**src/rtl/lsu_pkg.sv**
```systemverilog
// Shared func3 codes, FSM/size types and small decode helpers for the load/store unit.
package lsu_pkg;

   localparam logic [2:0] F3_LB  = 3'b000;
   localparam logic [2:0] F3_LH  = 3'b001;
   localparam logic [2:0] F3_LW  = 3'b010;
   localparam logic [2:0] F3_LBU = 3'b100;
   localparam logic [2:0] F3_LHU = 3'b101;
   localparam logic [2:0] F3_SB  = 3'b000;
   localparam logic [2:0] F3_SH  = 3'b001;
   localparam logic [2:0] F3_SW  = 3'b010;

   typedef enum logic [1:0] {StIdle, StIssue, StWait, StResp} state_e;

   typedef enum logic [1:0] {SzByte, SzHalf, SzWord} size_e;

   // Only the low two func3 bits carry the width; bit 2 is the unsigned flag.
   function automatic size_e func3_size(input logic [1:0] f3_lo);
      case (f3_lo)
         2'b00:   return SzByte;
         2'b01:   return SzHalf;
         default: return SzWord;
      endcase
   endfunction

   function automatic logic [3:0] size_mask(input size_e sz);
      case (sz)
         SzByte:  return 4'b0001;
         SzHalf:  return 4'b0011;
         default: return 4'b1111;
      endcase
   endfunction

   function automatic logic [2:0] size_bytes(input size_e sz);
      case (sz)
         SzByte:  return 3'd1;
         SzHalf:  return 3'd2;
         default: return 3'd4;
      endcase
   endfunction

   function automatic logic func3_legal(input logic we, input logic [2:0] f3);
      if (we) return f3 inside {F3_SB, F3_SH, F3_SW};
      return f3 inside {F3_LB, F3_LH, F3_LW, F3_LBU, F3_LHU};
   endfunction

endpackage

```
**src/rtl/lsu_align.sv**
```systemverilog
// Combinational lane steering: byte enables and write data for both beats, plus load
// extraction and sign/zero extension from the two-word beat buffer.
module lsu_align
   import lsu_pkg::*;
(
   input  logic [2:0]  func3,
   input  logic [1:0]  offset,
   input  logic [31:0] wdata,
   input  logic [31:0] buf0,
   input  logic [31:0] buf1,
   output logic [3:0]  be0,
   output logic [3:0]  be1,
   output logic [31:0] wdata0,
   output logic [31:0] wdata1,
   output logic [31:0] rdata
);

   size_e       size;
   logic [4:0]  shamt;
   logic [7:0]  be_wide;
   logic [63:0] wdata_wide;
   logic [31:0] shifted;

   assign size       = func3_size(func3[1:0]);
   assign shamt      = {offset, 3'b000};
   assign be_wide    = {4'b0000, size_mask(size)} << offset;
   assign wdata_wide = {32'h0, wdata} << shamt;
   assign shifted    = 32'({buf1, buf0} >> shamt);

   assign be0    = be_wide[3:0];
   assign be1    = be_wide[7:4];
   assign wdata0 = wdata_wide[31:0];
   assign wdata1 = wdata_wide[63:32];

   // func3[2] set means LBU/LHU: suppress sign replication.
   always_comb begin
      rdata = shifted;
      case (size)
         SzByte:  rdata = {{24{~func3[2] & shifted[7]}}, shifted[7:0]};
         SzHalf:  rdata = {{16{~func3[2] & shifted[15]}}, shifted[15:0]};
         default: rdata = shifted;
      endcase
   end

endmodule

```
**src/rtl/load_store_unit.sv**
```systemverilog
// RV32I load/store unit: one outstanding req/gnt/rvalid transaction to data memory.
// Define LSU_MISALIGN_EN to split word-crossing accesses into two beats instead of faulting.
module load_store_unit
   import lsu_pkg::*;
#(
   parameter int unsigned ADDR_W = 32,
   parameter int unsigned DATA_W = 32
) (
   input  logic              clk,
   input  logic              rst_n,
   input  logic              req_valid,
   output logic              req_ready,
   input  logic              req_we,
   input  logic [2:0]        req_func3,
   input  logic [ADDR_W-1:0] req_addr,
   input  logic [DATA_W-1:0] req_wdata,
   output logic              rsp_valid,
   output logic [DATA_W-1:0] rsp_rdata,
   output logic              rsp_err,
   output logic              mem_req,
   input  logic              mem_gnt,
   output logic [ADDR_W-1:0] mem_addr,
   output logic              mem_we,
   output logic [3:0]        mem_be,
   output logic [DATA_W-1:0] mem_wdata,
   input  logic              mem_rvalid,
   input  logic [DATA_W-1:0] mem_rdata
);

   state_e            state_q, state_d;
   logic              we_q, we_d;
   logic [2:0]        func3_q, func3_d;
   logic [ADDR_W-1:0] addr_q, addr_d;
   logic [DATA_W-1:0] wdata_q, wdata_d;
   logic [DATA_W-1:0] buf0_q, buf0_d;
   logic              err_q, err_d;

   logic [3:0]        be0, be1, cur_be;
   logic [DATA_W-1:0] wdata0, wdata1, cur_wdata, load_data, buf1;
   logic [ADDR_W-1:0] word_addr, cur_addr;
   logic              req_fault;

   assign word_addr = {addr_q[ADDR_W-1:2], 2'b00};

`ifdef LSU_MISALIGN_EN
   logic              beat_q, beat_d;
   logic [DATA_W-1:0] buf1_q, buf1_d;
   logic              cross;

   assign req_fault = !func3_legal(req_we, req_func3);
   assign cross     = ({1'b0, addr_q[1:0]} + size_bytes(func3_size(func3_q[1:0]))) > 3'd4;
   assign buf1      = buf1_q;
   assign cur_be    = beat_q ? be1 : be0;
   assign cur_wdata = beat_q ? wdata1 : wdata0;
   assign cur_addr  = word_addr + {{(ADDR_W-3){1'b0}}, beat_q, 2'b00};
`else
   size_e req_size;
   logic  misalign;
   logic  unused_beat1;

   assign req_size  = func3_size(req_func3[1:0]);
   assign misalign  = (req_size == SzHalf && req_addr[0]) ||
                      (req_size == SzWord && req_addr[1:0] != 2'b00);
   assign req_fault = !func3_legal(req_we, req_func3) || misalign;
   assign buf1      = '0;
   assign cur_be    = be0;
   assign cur_wdata = wdata0;
   assign cur_addr  = word_addr;
   assign unused_beat1 = ^{be1, wdata1};
`endif

   lsu_align u_align (
      .func3  (func3_q),
      .offset (addr_q[1:0]),
      .wdata  (wdata_q),
      .buf0   (buf0_q),
      .buf1   (buf1),
      .be0    (be0),
      .be1    (be1),
      .wdata0 (wdata0),
      .wdata1 (wdata1),
      .rdata  (load_data)
   );

   always_comb begin
      state_d = state_q;
      we_d    = we_q;
      func3_d = func3_q;
      addr_d  = addr_q;
      wdata_d = wdata_q;
      err_d   = err_q;
      buf0_d  = buf0_q;
`ifdef LSU_MISALIGN_EN
      beat_d  = beat_q;
      buf1_d  = buf1_q;
`endif
      unique case (state_q)
         StIdle: begin
            if (req_valid) begin
               we_d    = req_we;
               func3_d = req_func3;
               addr_d  = req_addr;
               wdata_d = req_wdata;
               err_d   = req_fault;
               state_d = req_fault ? StResp : StIssue;
`ifdef LSU_MISALIGN_EN
               beat_d  = 1'b0;
`endif
            end
         end
         StIssue: begin
            if (mem_gnt) state_d = StWait;
         end
         StWait: begin
            if (mem_rvalid) begin
`ifdef LSU_MISALIGN_EN
               if (beat_q) buf1_d = mem_rdata;
               else        buf0_d = mem_rdata;
               if (!beat_q && cross) begin
                  beat_d  = 1'b1;
                  state_d = StIssue;
               end else begin
                  state_d = StResp;
               end
`else
               buf0_d  = mem_rdata;
               state_d = StResp;
`endif
            end
         end
         StResp:  state_d = StIdle;
         default: state_d = StIdle;
      endcase
   end

   always_ff @(posedge clk) begin
      if (!rst_n) begin
         state_q <= StIdle;
         we_q    <= 1'b0;
         func3_q <= 3'b000;
         addr_q  <= '0;
         wdata_q <= '0;
         err_q   <= 1'b0;
         buf0_q  <= '0;
`ifdef LSU_MISALIGN_EN
         beat_q  <= 1'b0;
         buf1_q  <= '0;
`endif
      end else begin
         state_q <= state_d;
         we_q    <= we_d;
         func3_q <= func3_d;
         addr_q  <= addr_d;
         wdata_q <= wdata_d;
         err_q   <= err_d;
         buf0_q  <= buf0_d;
`ifdef LSU_MISALIGN_EN
         beat_q  <= beat_d;
         buf1_q  <= buf1_d;
`endif
      end
   end

   // Memory-side fields are forced to zero outside ISSUE so idle buses stay quiet.
   assign req_ready = (state_q == StIdle);
   assign mem_req   = (state_q == StIssue);
   assign mem_we    = mem_req & we_q;
   assign mem_addr  = mem_req ? cur_addr : '0;
   assign mem_be    = mem_req ? cur_be : 4'b0000;
   assign mem_wdata = mem_req ? cur_wdata : '0;
   assign rsp_valid = (state_q == StResp);
   assign rsp_err   = rsp_valid & err_q;
   assign rsp_rdata = (rsp_valid && !err_q && !we_q) ? load_data : '0;

endmodule

```
**config.mk**
```make
export PLATFORM = sky130hd
export DESIGN_NAME = load_store_unit
export DESIGN_NICKNAME = d
export VERILOG_FILES = /design/src/rtl/lsu_pkg.sv /design/src/rtl/lsu_align.sv /design/src/rtl/load_store_unit.sv
export SDC_FILE = /design/constraint.sdc
export NUM_CORES = 1
export LEC_CHECK = 0
export ABC_AREA = 1
export BUFFER_PORTS_ARGS = -buffer_cell sky130_fd_sc_hd__buf_2
export CORE_MARGIN = 2
export CORE_UTILIZATION = 37
export CTS_CLUSTER_SIZE = 10
export DETAILED_ROUTE_END_ITERATION = 8
export PLACE_DENSITY = 0.65
export SYNTH_ARGS = -nofsm -noshare
export SYNTH_HDL_FRONTEND = slang
export SYNTH_HIERARCHICAL = 1
export SYNTH_SLANG_ARGS = --single-unit
```
**constraint.sdc**
```tcl
create_clock -name clk -period 1.6 [get_ports clk]
set_input_delay 0.24 -clock clk [delete_from_list [all_inputs] [get_ports clk]]
set_output_delay 0.24 -clock clk [all_outputs]
set_load 0.02 [all_outputs]
```
==> metrics.txt <==
status complete, but fails checks; failing checks setup timing; nets@finish 1462; initial antenna violation count 3; Setup Crit Path Kind register to output port; CTS tree built; Hold/Removal Path Class primary input to register; MaxCap Viol Count 0; Psw 0.00698 W; CP arrival 1.75 ns; first-pass GRT wire length 32800 um; Max FO, Critical Path 19; Static Leak 5.31 nW; layout cell share with drive strength beyond 1 0.346; Pint 0.00893 W; Worst setup SP type register; Num CTS Buffers 9; footprint of the multi-input gates 0.00390 mm2; # clock sinks 103; Reg clk slew, reported paths 0.08 ns; Die ar. 0.0184 mm2; post-route minimum period 1.99 ns; Synth Warn # 6; number of fill cells 1617; Fin. Hold Viols 0; hpwl dp 13500 um; starting density of the core 0.374; Antenna Nets Post-Route 0; routed len/inst 13.6 um; fmax 502 MHz; worst hold slack 0.114 ns; most common cell after layout, fill and taps aside nor2_1; Mapped Cells 1103; fin crit share 1.24; CP max stage cell dfxtp_4; number of I/O port buffers 207; design area 0.00997 mm2; gr usage total 0.224; sw frac 0.439; die height 135 um; Placer Congestion 0.845; clock share of power 0.148; drt first pass iters 7; Rows 48; register area 0.00208 mm2; Final Setup Violations 99; number of remaining DRC errors 0; # IOs 210; routed vias/inst 4.68; grt ovf 0; combinational power share 0.607; most frequent cells in the layout nor2_1, nand2_1, inv_1; die width 135 um; Clock Tree Buf Depth 2; Critical Path RT 1.36 ns; Power Dens Cells 1590 mW/mm2; Max rail drop VDD 918 uV; root buffer cell clkbuf_16; Flop pwr share 0.245; Starting DRT DRC Count 441; hold_buf cts 0; area delta synth->final 55.9%; CP endpoint kind output port; vias in the first global route 6615; RSZ-0062 raised after global routing true; crit path cell chain clkinv_4 > buf_12 > buf_8 > nand2_1 > o21ai_1 > o22ai_1 > nand2_1 > inv_1 > buf_4; Clock Skews 0.0123 ns; Slew Limit Fails 0; Critical Path Max Stage Delay 0.39 ns; FF-to-FF setup slack 0.03 ns; worst setup margin -0.391 ns; most used cell along the critical path nand2_1; post-placement cell area 0.00792 mm2; worst-skew pair later-pin latency 0.36 ns; WL final 21500 um; largest net degree at the start of global routing 67; synthesized area 0.00640 mm2; core box area 0.0171 mm2; Via Count 7413; CTS H-tree depth 3; Avg Cell Area, Syn 5.80 um2
worst paths after layout:
kind           startpoint            end  cells after the start
min reg2reg   wdata_q[19]    wdata_q[19]                      2
max reg2reg    state_q[0]     buf0_q[14]                      6
min          req_wdata[5]     wdata_q[5]                      3
max             addr_q[0]  mem_wdata[20]                      9
worst max-delay path, delay by kind of cell, from the launching register on:
family          cells  cell delay (ns)
buf+inv             5             0.62
flops               1             0.39
compound gates      2             0.25
simple gates        2             0.14
final cells by class:
type | instances | area share
Antenna cell | 2 | 0.000502
Tap cell | 225 | 0.0282
Clock inverter | 6 | 0.00753
Timing Repair Buffer | 280 | 0.275
Sequential cell | 103 | 0.209
Multi-Input combinational cell | 793 | 0.391
Clock buffer | 10 | 0.0240
Inverter | 166 | 0.0644
flip-flops by register name (all words and copies together) (netlist names):
| name | count |
|---|---|
| addr_q | 32 |
| buf0_q | 32 |
| err_q | 1 |
| func3_q | 3 |
| state_q | 2 |
| wdata_q | 32 |
| we_q | 1 |
power groups by stage:
stage / sequential (W) / clock, W / combinational, W
2_1_floorplan: 0.00362 / 0 / 0.00488
3_3_place_gp: 0.00372 / 0 / 0.00655
3_5_place_dp: 0.00375 / 0 / 0.00661
4_1_cts: 0.00385 / 0.00242 / 0.00873
5_1_grt: 0.00398 / 0.00253 / 0.0105
6_report: 0.00389 / 0.00236 / 0.00965
metrics by stage:
stage,utilization,TNS (ns),power (W),setup WS [ns],cells
floorplan,-,-0.0201,0.00850,-0.00432,1136
global placement,0.462,-0.728,0.0103,-0.0856,1536
detailed placement,0.462,-1.55,0.0104,-0.126,1536
CTS,0.554,-21.90,0.0150,-0.347,1572
global route,0.583,-28.67,0.0170,-0.451,1584
finish,0.583,-20.55,0.0159,-0.391,1585
metal layers:
layer	vias to the layer above	wire (um)	GRT usage	part of all wire
met5	-	13	0	0.00060
met4	2	527	0.0741	0.025
met3	40	1560	0.0513	0.072
met2	258	9880	0.364	0.46
met1	3299	9530	0.294	0.44
li1	3814	-	-	-
repair_timing:
| item | CTS | global route |
|---|---|---|
| resized for setup | 311 | 116 |
| cloned | 11 | 6 |
| pin swaps | 38 | 25 |
| endpoints found under the setup margin | 101 | 166 |
| setup buffers | 10 | 8 |
| hold endpoints to repair | 0 | 0 |
No activity file was read; power rests on OpenSTA's default activity.
